`config.mk`:
```
export PLATFORM = sky130hd
export DESIGN_NAME = stk_pipe_lk_sched_flat
export DESIGN_NICKNAME = d
export VERILOG_FILES = /design/src/rtl/stk_pipe_lk_sched_if.sv /design/src/rtl/stk_pipe_lk_sched.sv /design/src/flat_wrapper.sv
export SDC_FILE = /design/constraint.sdc
export NUM_CORES = 1
export LEC_CHECK = 0
export CAP_MARGIN = 30
export CORE_MARGIN = 4
export CORE_UTILIZATION = 40
export CTS_BUF_LIST = sky130_fd_sc_hd__clkbuf_16
export CTS_CLUSTER_SIZE = 25
export DETAILED_ROUTE_END_ITERATION = 12
export PLACE_DENSITY = 0.78
export SKIP_LAST_GASP = 1
export SYNTH_ARGS = -nofsm -noshare
export SYNTH_HDL_FRONTEND = slang
export SYNTH_SLANG_ARGS = --single-unit
```
`constraint.sdc`:
```
create_clock -name clk -period 4.4 [get_ports clk]
set_input_delay 1.32 -clock clk [delete_from_list [all_inputs] [get_ports clk]]
set_output_delay 1.32 -clock clk [all_outputs]
set_load 0.03 [all_outputs]
```
`src/rtl/stk_pipe_lk_sched_if.sv`:
```
// Request, issue and completion signals between the context requesters, the LK-stage scheduler
// and the pipeline tail.
interface stk_pipe_lk_sched_if #(
    parameter int unsigned N_CTXT = 4,
    parameter int unsigned PTR_W  = 8
);
    localparam int unsigned CTXT_W = $clog2(N_CTXT);

    logic [N_CTXT-1:0]       i_req_vld;
    logic [N_CTXT*PTR_W-1:0] i_req_ptr;
    logic [N_CTXT-1:0]       o_req_ack;
    logic                    o_lk_vld_r;
    logic [PTR_W-1:0]        o_lk_ptr_r;
    logic [CTXT_W-1:0]       o_lk_ctxt_r;
    logic                    i_cpl_vld;
    logic [CTXT_W-1:0]       i_cpl_ctxt;
    logic [N_CTXT-1:0]       o_busy_r;
    logic [3:0]              o_credits_r;
    logic                    o_err_r;

    modport master (
        output i_req_vld, i_req_ptr, i_cpl_vld, i_cpl_ctxt,
        input  o_req_ack, o_lk_vld_r, o_lk_ptr_r, o_lk_ctxt_r, o_busy_r, o_credits_r, o_err_r
    );

    modport slave (
        input  i_req_vld, i_req_ptr, i_cpl_vld, i_cpl_ctxt,
        output o_req_ack, o_lk_vld_r, o_lk_ptr_r, o_lk_ctxt_r, o_busy_r, o_credits_r, o_err_r
    );
endinterface

```
`src/rtl/stk_pipe_lk_sched.sv`:
```
// Round-robin, credit-limited scheduler issuing one op per context into the stack pipeline LK
// stage; completions from the pipeline tail free the context and return its credit.
module stk_pipe_lk_sched #(
    parameter int unsigned N_CTXT  = 4,
    parameter int unsigned PTR_W   = 8,
    parameter int unsigned CREDITS = 4
) (
    input logic               clk,
    input logic               arst_n,
    stk_pipe_lk_sched_if.slave bus
);
    localparam int unsigned CTXT_W = $clog2(N_CTXT);

    logic [N_CTXT-1:0] busy_q, busy_d;
    logic [3:0]        credits_q, credits_d;
    logic [CTXT_W-1:0] rr_q, rr_d;
    logic              lk_vld_q;
    logic [PTR_W-1:0]  lk_ptr_q;
    logic [CTXT_W-1:0] lk_ctxt_q;
    logic              err_q, err_d;

    logic [N_CTXT-1:0] elig;
    logic [N_CTXT-1:0] ack;
    logic [CTXT_W-1:0] grant_idx;
    logic              grant_found;
    logic              issue;
    logic              cpl_ok;
    int unsigned       scan_idx;

    // Busy is the registered copy, so a context completing this cycle cannot be re-granted yet.
    assign elig = bus.i_req_vld & ~busy_q;

    always_comb begin
        grant_found = 1'b0;
        grant_idx   = '0;
        scan_idx    = 0;
        for (int unsigned i = 0; i < N_CTXT; i++) begin
            scan_idx = 32'(rr_q) + i;
            if (scan_idx >= N_CTXT) begin
                scan_idx = scan_idx - N_CTXT;
            end
            if (!grant_found && elig[scan_idx[CTXT_W-1:0]]) begin
                grant_found = 1'b1;
                grant_idx   = scan_idx[CTXT_W-1:0];
            end
        end
    end

    assign issue  = arst_n & grant_found & (credits_q != 4'd0);
    assign cpl_ok = bus.i_cpl_vld & busy_q[bus.i_cpl_ctxt];

    always_comb begin
        ack = '0;
        if (issue) begin
            ack[grant_idx] = 1'b1;
        end
    end

    always_comb begin
        busy_d = busy_q;
        if (cpl_ok) begin
            busy_d[bus.i_cpl_ctxt] = 1'b0;
        end
        if (issue) begin
            busy_d[grant_idx] = 1'b1;
        end

        credits_d = credits_q;
        unique case ({issue, cpl_ok})
            2'b10:   credits_d = credits_q - 4'd1;
            2'b01:   credits_d = credits_q + 4'd1;
            default: credits_d = credits_q;
        endcase

        rr_d = rr_q;
        if (issue) begin
            rr_d = (grant_idx == CTXT_W'(N_CTXT - 1)) ? '0 : grant_idx + 1'b1;
        end

        err_d = err_q | (bus.i_cpl_vld & ~cpl_ok);
    end

    always_ff @(posedge clk) begin
        if (!arst_n) begin
            busy_q    <= '0;
            credits_q <= 4'(CREDITS);
            rr_q      <= '0;
            lk_vld_q  <= 1'b0;
            lk_ptr_q  <= '0;
            lk_ctxt_q <= '0;
            err_q     <= 1'b0;
        end else begin
            busy_q    <= busy_d;
            credits_q <= credits_d;
            rr_q      <= rr_d;
            lk_vld_q  <= issue;
            err_q     <= err_d;
            if (issue) begin
                lk_ptr_q  <= bus.i_req_ptr[grant_idx*PTR_W +: PTR_W];
                lk_ctxt_q <= grant_idx;
            end
        end
    end

    assign bus.o_req_ack   = ack;
    assign bus.o_lk_vld_r  = lk_vld_q;
    assign bus.o_lk_ptr_r  = lk_ptr_q;
    assign bus.o_lk_ctxt_r = lk_ctxt_q;
    assign bus.o_busy_r    = busy_q;
    assign bus.o_credits_r = credits_q;
    assign bus.o_err_r     = err_q;
endmodule

```
`src/flat_wrapper.sv`:
```
// flat-port wrapper written by rule: the top's interface ports become plain ports
module stk_pipe_lk_sched_flat 
#(
    parameter int unsigned N_CTXT  = 4,
    parameter int unsigned PTR_W   = 8,
    parameter int unsigned CREDITS = 4
)
  (clk, arst_n, bus_i_req_vld, bus_i_req_ptr, bus_i_cpl_vld, bus_i_cpl_ctxt, bus_o_req_ack, bus_o_lk_vld_r, bus_o_lk_ptr_r, bus_o_lk_ctxt_r, bus_o_busy_r, bus_o_credits_r, bus_o_err_r);
  stk_pipe_lk_sched_if #(.N_CTXT(N_CTXT), .PTR_W(PTR_W)) bus_i ();
  input logic clk;
  input logic arst_n;
  input wire logic [$bits(bus_i.i_req_vld)-1:0] bus_i_req_vld;
  input wire logic [$bits(bus_i.i_req_ptr)-1:0] bus_i_req_ptr;
  input wire logic [$bits(bus_i.i_cpl_vld)-1:0] bus_i_cpl_vld;
  input wire logic [$bits(bus_i.i_cpl_ctxt)-1:0] bus_i_cpl_ctxt;
  output wire logic [$bits(bus_i.o_req_ack)-1:0] bus_o_req_ack;
  output wire logic [$bits(bus_i.o_lk_vld_r)-1:0] bus_o_lk_vld_r;
  output wire logic [$bits(bus_i.o_lk_ptr_r)-1:0] bus_o_lk_ptr_r;
  output wire logic [$bits(bus_i.o_lk_ctxt_r)-1:0] bus_o_lk_ctxt_r;
  output wire logic [$bits(bus_i.o_busy_r)-1:0] bus_o_busy_r;
  output wire logic [$bits(bus_i.o_credits_r)-1:0] bus_o_credits_r;
  output wire logic [$bits(bus_i.o_err_r)-1:0] bus_o_err_r;
  assign bus_i.i_req_vld = bus_i_req_vld;
  assign bus_i.i_req_ptr = bus_i_req_ptr;
  assign bus_i.i_cpl_vld = bus_i_cpl_vld;
  assign bus_i.i_cpl_ctxt = bus_i_cpl_ctxt;
  assign bus_o_req_ack = bus_i.o_req_ack;
  assign bus_o_lk_vld_r = bus_i.o_lk_vld_r;
  assign bus_o_lk_ptr_r = bus_i.o_lk_ptr_r;
  assign bus_o_lk_ctxt_r = bus_i.o_lk_ctxt_r;
  assign bus_o_busy_r = bus_i.o_busy_r;
  assign bus_o_credits_r = bus_i.o_credits_r;
  assign bus_o_err_r = bus_i.o_err_r;
  stk_pipe_lk_sched #(.N_CTXT(N_CTXT), .PTR_W(PTR_W), .CREDITS(CREDITS)) u_core (.clk(clk), .arst_n(arst_n), .bus(bus_i));
endmodule
```
# After elaboration in Yosys (flattened, before gate mapping)
# Cells that the tools add are included.
[classes]
addsub = 10
order_cmp = 12
eq_ne = 3
n_shift = 1
n_mux = 31
n_bitwise = 11
reduce_logical = 10
[ops]
columns = ["operator", "count"]
rows = [
  ["32-bit by 6-bit variable part select with 8-bit output", 1],
  ["2-bit by 3-bit less-than comparator with 1-bit output (second input constant)", 6],
  ["2-bit two-way mux", 9],
  ["4-bit two-way mux", 3],
  ["1-bit two-way mux", 11],
  ["1-bit binary-select mux with 2-bit select", 5],
  ["3-bit >= comparator (second input constant)", 3],
  ["4-bit bitwise AND", 2],
  ["4-bit inverter", 2],
  ["4-bit case mux with 2 select lines", 1],
  ["2-bit by 1-bit subtractor with 2-bit output (second input constant)", 4],
  ["2-bit by 2-bit adder with 3-bit output (second input constant)", 2],
  ["1-bit logical AND", 5],
  ["4-bit by 1-bit adder with 4-bit output (second input constant)", 1],
  ["1-bit bitwise AND", 4],
  ["1-bit demux with 2-bit select", 2],
  ["2-bit == test (second input constant)", 2],
  ["2-bit by 1-bit >= comparator with 1-bit output (second input constant)", 2],
  ["4-bit OR", 1],
  ["4-bit nonzero test", 1],
  ["4-bit by 1-bit subtractor with 4-bit output (second input constant)", 1],
  ["2-bit by 1-bit adder with 3-bit output (second input constant)", 1],
  ["2-bit by 3-bit >= comparator with 1-bit output (second input constant)", 1],
  ["1-bit zero test", 3],
  ["5 further kinds", 5],
]
[totals]
ff_bits = 22
inputBits = 41
output_inout_bits = 24

# Depth between registers and ports, before layout
[depth]
ltp_word = 20
ltp_mapped = 12
mapped_depth_nobuf = 11

# Least setup slack after synthesis
# No wires, ideal clock.
[synth_path]
kind = "input to output"
from = "input bus_i_req_vld[3]"
to = "output bus_o_req_ack[3]"
arrival_ns = 2.450
required_ns = 3.080
setup_slack_ns = 0.630
cell_stages = 7
path_cell_list = "and3b_1 -> a211o_1 -> o311ai_2 -> buf_6 -> inv_2 -> ha_1 -> and2_1"
[synth_between]
elab_chain_len = 18
word_cells_on_any_way = 31
[synth_rtl]
columns = ["item", "line", "rtl"]
rows = [
  ["from (decl)", "flat_wrapper.sv:12", "input wire logic [$bits(bus_i.i_req_vld)-1:0] bus_i_req_vld;"],
  ["4-bit bitwise AND (*)", "stk_pipe_lk_sched.sv:31", "assign elig = bus.i_req_vld & ~busy_q;"],
  ["1-bit binary-select mux with 2-bit select", "stk_pipe_lk_sched.sv:42", "if (!grant_found && elig[scan_idx[CTXT_W-1:0]]) begin"],
  ["1-bit two-way mux (implied by the code)", "stk_pipe_lk_sched.sv:42", ""],
  ["1-bit two-way mux", "stk_pipe_lk_sched.sv:42", ""],
  ["1-bit zero test", "stk_pipe_lk_sched.sv:42", ""],
  ["1-bit logical AND", "stk_pipe_lk_sched.sv:42", ""],
  ["1-bit two-way mux", "stk_pipe_lk_sched.sv:42", ""],
  ["1-bit zero test", "stk_pipe_lk_sched.sv:42", ""],
  ["[3 not listed]", "n/a", ""],
  ["1-bit logical AND", "stk_pipe_lk_sched.sv:42", ""],
  ["2-bit two-way mux (*)", "stk_pipe_lk_sched.sv:42", ""],
  ["via u_core.grant_idx[0]", "stk_pipe_lk_sched.sv:24", "logic [CTXT_W-1:0] grant_idx;"],
  ["2-bit by 3-bit less-than comparator with 1-bit output (implied by the code) or 2-bit by 1-bit >= comparator with 1-bit output (tied branches)", "stk_pipe_lk_sched.sv:55", "ack[grant_idx] = 1'b1;"],
  ["1-bit logical AND (implied by the code)", "stk_pipe_lk_sched.sv:55", ""],
  ["1-bit two-way mux (implied by the code)", "stk_pipe_lk_sched.sv:55", ""],
  ["1-bit demux with 2-bit select (*)", "n/a", ""],
  ["4-bit two-way mux (*)", "stk_pipe_lk_sched.sv:54", "if (issue) begin"],
  ["to (decl)", "flat_wrapper.sv:16", "output wire logic [$bits(bus_i.o_req_ack)-1:0] bus_o_req_ack;"],
]
# The timed path passes the listed nets; every way through them passes the cells marked *. The select of a mux whose other input is x is not followed.

# Worst setup path after layout
[layout_path]
from = "input bus_i_req_vld[0]"
to = "output bus_o_req_ack[3]"
# Same word-level chain as after synthesis.

==> impl_metrics.json <==
{
  "status": "complete, no violations",
  "critPathKind": "in -> out",
  "fin_total_pwr_mw": 1.21,
  "hold_path_class": "reg -> reg",
  "post_cts_buffers": 0,
  "p_per_area_nw_per_um2": 584,
  "rsz0062_at_grt": "false",
  "syn_area_um2": 1310,
  "drc": 0,
  "dpl.hpwl_mm": 2.89,
  "syn_area_per_cell_um2": 9.80,
  "synth_edf_count": 0,
  "grt_pass1_vias": 1373,
  "yosys.area.top_type": "dfxtp_1",
  "wl_mm": 3.55,
  "post_drt_wl_per_cell_um": 14.5,
  "slew_violations": 0,
  "clk_pin_slew_worst_paths_ns": 0.06,
  "path_buf_inv": 3,
  "gp_congestion": 0.824,
  "insertion_delay_ns": 0.25,
  "cts_inserted_buffers": 3,
  "syn_inst": 134,
  "pin_count": 65,
  "skew_ns": 0.00306,
  "hold_viol": 0,
  "crit_family": "buffers and inverters",
  "grt_remaining_overflow": 0,
  "cts_tree": "yes",
  "maxCapViolCount": 0,
  "seq_area_frac_synth_pct": 33.5,
  "worst_path_max_delay_cell": "clkdlybuf4s50_1",
  "post-place-ws_ns": 0.0961,
  "cp_max_fo": 4,
  "post-route-period-util_pct": 96.6,
  "drtIter0Drc": 41,
  "synthArstFlopShare_pct": 0,
  "clock_path_buffers": 2,
  "peakVddDrop_mv": 0.282,
  "fp.dieH_um": 65.3,
  "synth_nets": 183,
  "synth_cell_types": 38,
  "synth_most_common_cell": "dfxtp_1",
  "fp-row-count": 20,
  "gr-usage-all-layers_pct": 16.9,
  "worst_setup_path_end_kind": "output pin",
  "vias_per_cell": 5.28,
  "via_count": 1294,
  "ys_dominant_reg_cell": "dfxtp_1",
  "start_util_pct": 42.3,
  "antenna_found_initial": 0,
  "fin_setup_tns_ns": 0,
  "dieArea_um2": 4270,
  "synth_top_area_share_pct": 33.5,
  "grt_pass1_wl_mm": 5.69,
  "critPathLaunchType": "input pin",
  "synthTopCellsByCount": "dfxtp_1 (22), mux2i_1 (18), nand3_1 (11), nand2_1 (8), o221ai_1 (8)",
  "n_antenna_cell": 0,
  "fin_crit_ns": 4.25,
  "die_w_um": 65.3,
  "core_um2": 3100,
  "grt_max_degree": 19,
  "clockRootBuffer": "clkbuf_16",
  "synth.yosys.warnings": 0,
  "slew_headroom_pct": 70.6,
  "ctsHoldBuffers": 0,
  "fin_nets": 251,
  "required_ns": 3.08,
  "clock.fmax_ghz": 0.235,
  "synth.area.top_cells": "dfxtp_1 (34%), mux2i_1 (14%), ha_1 (6.7%), o221ai_1 (5.3%), nand3_1 (4.2%)",
  "hold_ws_ns": 0.457,
  "fin_ws_ns": 0.148,
  "worst_ep_arrival_time_ns": 2.93,
  "fillerInstances": 265,
  "drt-pass1-iter-count": 4,
  "yosys_register_bits": 22,
  "area_delta_synth_final_pct": 58.3,
  "ant_nets": 0,
  "power_leakage_nw": 0.884,
  "final_layout_size_suffix_gt1_share_pct": 10.4,
  "finalSetupViolations": 0,
  "port_buffers": 64,
  "clock-sinks": 22,
  "worstPathCellList": "clkdlybuf4s50_1, nand2b_4, o2111ai_1, o2bb2ai_2, inv_2, ha_1, and2_1, buf_4",
  "cp_slowest_stage_delay_ns": 0.52,
  "htreeDepth": 1,
  "tightest_slew_ns": 0.436
}
## logic make-up (layout without fill, tap and decap cells)
logic type	Yosys count	in the layout	share of synthesized area (%)
AND/OR/NAND/NOR	38	38	15.9
AO/OA/AOI/OAI	31	31	19.5
flip-flops	22	22	33.5
multiplexers	19	19	15.4
buffers and inverters	13	80	5.43
adder cells (fa/ha/maj)	8	8	8.19
XOR/XNOR	3	3	2.00
## layout make-up
class	count	area [um2]	area share (%)
Sequential cell	22	440	21.2
Clock inverter	1	3.75	0.181
Tap cell	44	55.1	2.65
Timing Repair Buffer	67	653	31.4
Inverter	9	33.8	1.62
Multi-Input combinational cell	99	818	39.4
Clock buffer	3	75.1	3.61
## per-layer routing
metal | track usage, % | routed length [um] | share of wire [%] | vias up
met5 | 0 | 0 | 0 | -
met4 | 6.99 | 53 | 1.5 | 0
met3 | 6.84 | 354 | 10 | 6
met2 | 29.2 | 1680 | 47 | 64
met1 | 18.1 | 1470 | 41 | 593
li1 | - | - | - | 631
## flip-flops by register name, summed over array words and instances, names as in the netlist
register / flops
u_core.bus.o_busy_r: 4
u_core.rr_q: 2
u_core.bus.o_credits_r: 4
u_core.bus.o_lk_vld_r: 1
u_core.bus.o_lk_ctxt_r: 2
u_core.bus.o_err_r: 1
u_core.bus.o_lk_ptr_r: 8
## what timing repair did
item                                    in CTS  in global routing
hold endpoints to repair                     0                  0
endpoints found under the setup margin       0                  1
resized for setup                            0                  1
## layout by cell type, fill, tap and decap left out
cell type,n
clkdlybuf4s50_1,60
dfxtp_1,22
mux2i_1,18
nand3_1,11
nand2_1,8
o221ai_1,8
ha_1,7
buf_4,7
a21oi_1,6
nor2_1,6
inv_1,5
inv_2,4
nand2b_1,3
o21a_1,3
and2_1,3
o21ai_0,3
clkbuf_16,3
nand2b_4,2
o21ai_1,2
xor2_1,2
o2111ai_1,1
o2bb2ai_2,1
nor3b_1,1
and3b_1,1
a211o_1,1
o311ai_4,1
mux4_2,1
o41ai_2,1
a41oi_4,1
nor2b_1,1
o31ai_1,1
a21o_1,1
xnor2_1,1
or3_1,1
a22oi_1,1
nand3b_1,1
fa_1,1
clkinv_1,1
## per-stage QoR
stage               util (%)  cell area [um2]  instances
detailed placement      64.3             1990        241
global route            67.0             2080        245
floorplan                  -             1310        134
CTS                     66.8             2070        245
finish                  67.0             2080        245
global placement        64.3             1990        241
## path summary, 6_finish.rpt
kind	startpoint	endpoint	slack [ns]	depth (start not counted)
setup / recovery	bus_i_req_vld[0]	bus_o_req_ack[3]	0.15	8
hold / removal	u_core.bus.o_lk_ctxt_r[1]	u_core.bus.o_lk_ctxt_r[1]	0.46	2
setup reg to reg	u_core.bus.o_credits_r[0]	u_core.bus.o_credits_r[3]	1.58	11
hold reg to reg	u_core.bus.o_lk_ctxt_r[1]	u_core.bus.o_lk_ctxt_r[1]	0.46	2
## worst min-delay path, cell delays in order (launching register included)
cell and delay [ns]:
dfxtp_1 0.31, nand3_1 0.06, nand2_1 0.05
## power by group
| group | switching, mW | internal, mW |
|---|---|---|
| Sequential | 0.0637 | 0.274 |
| Clock | 0.0697 | 0.121 |
| Combinational | 0.376 | 0.309 |
Note: power is estimated with default switching activity, not from simulation.
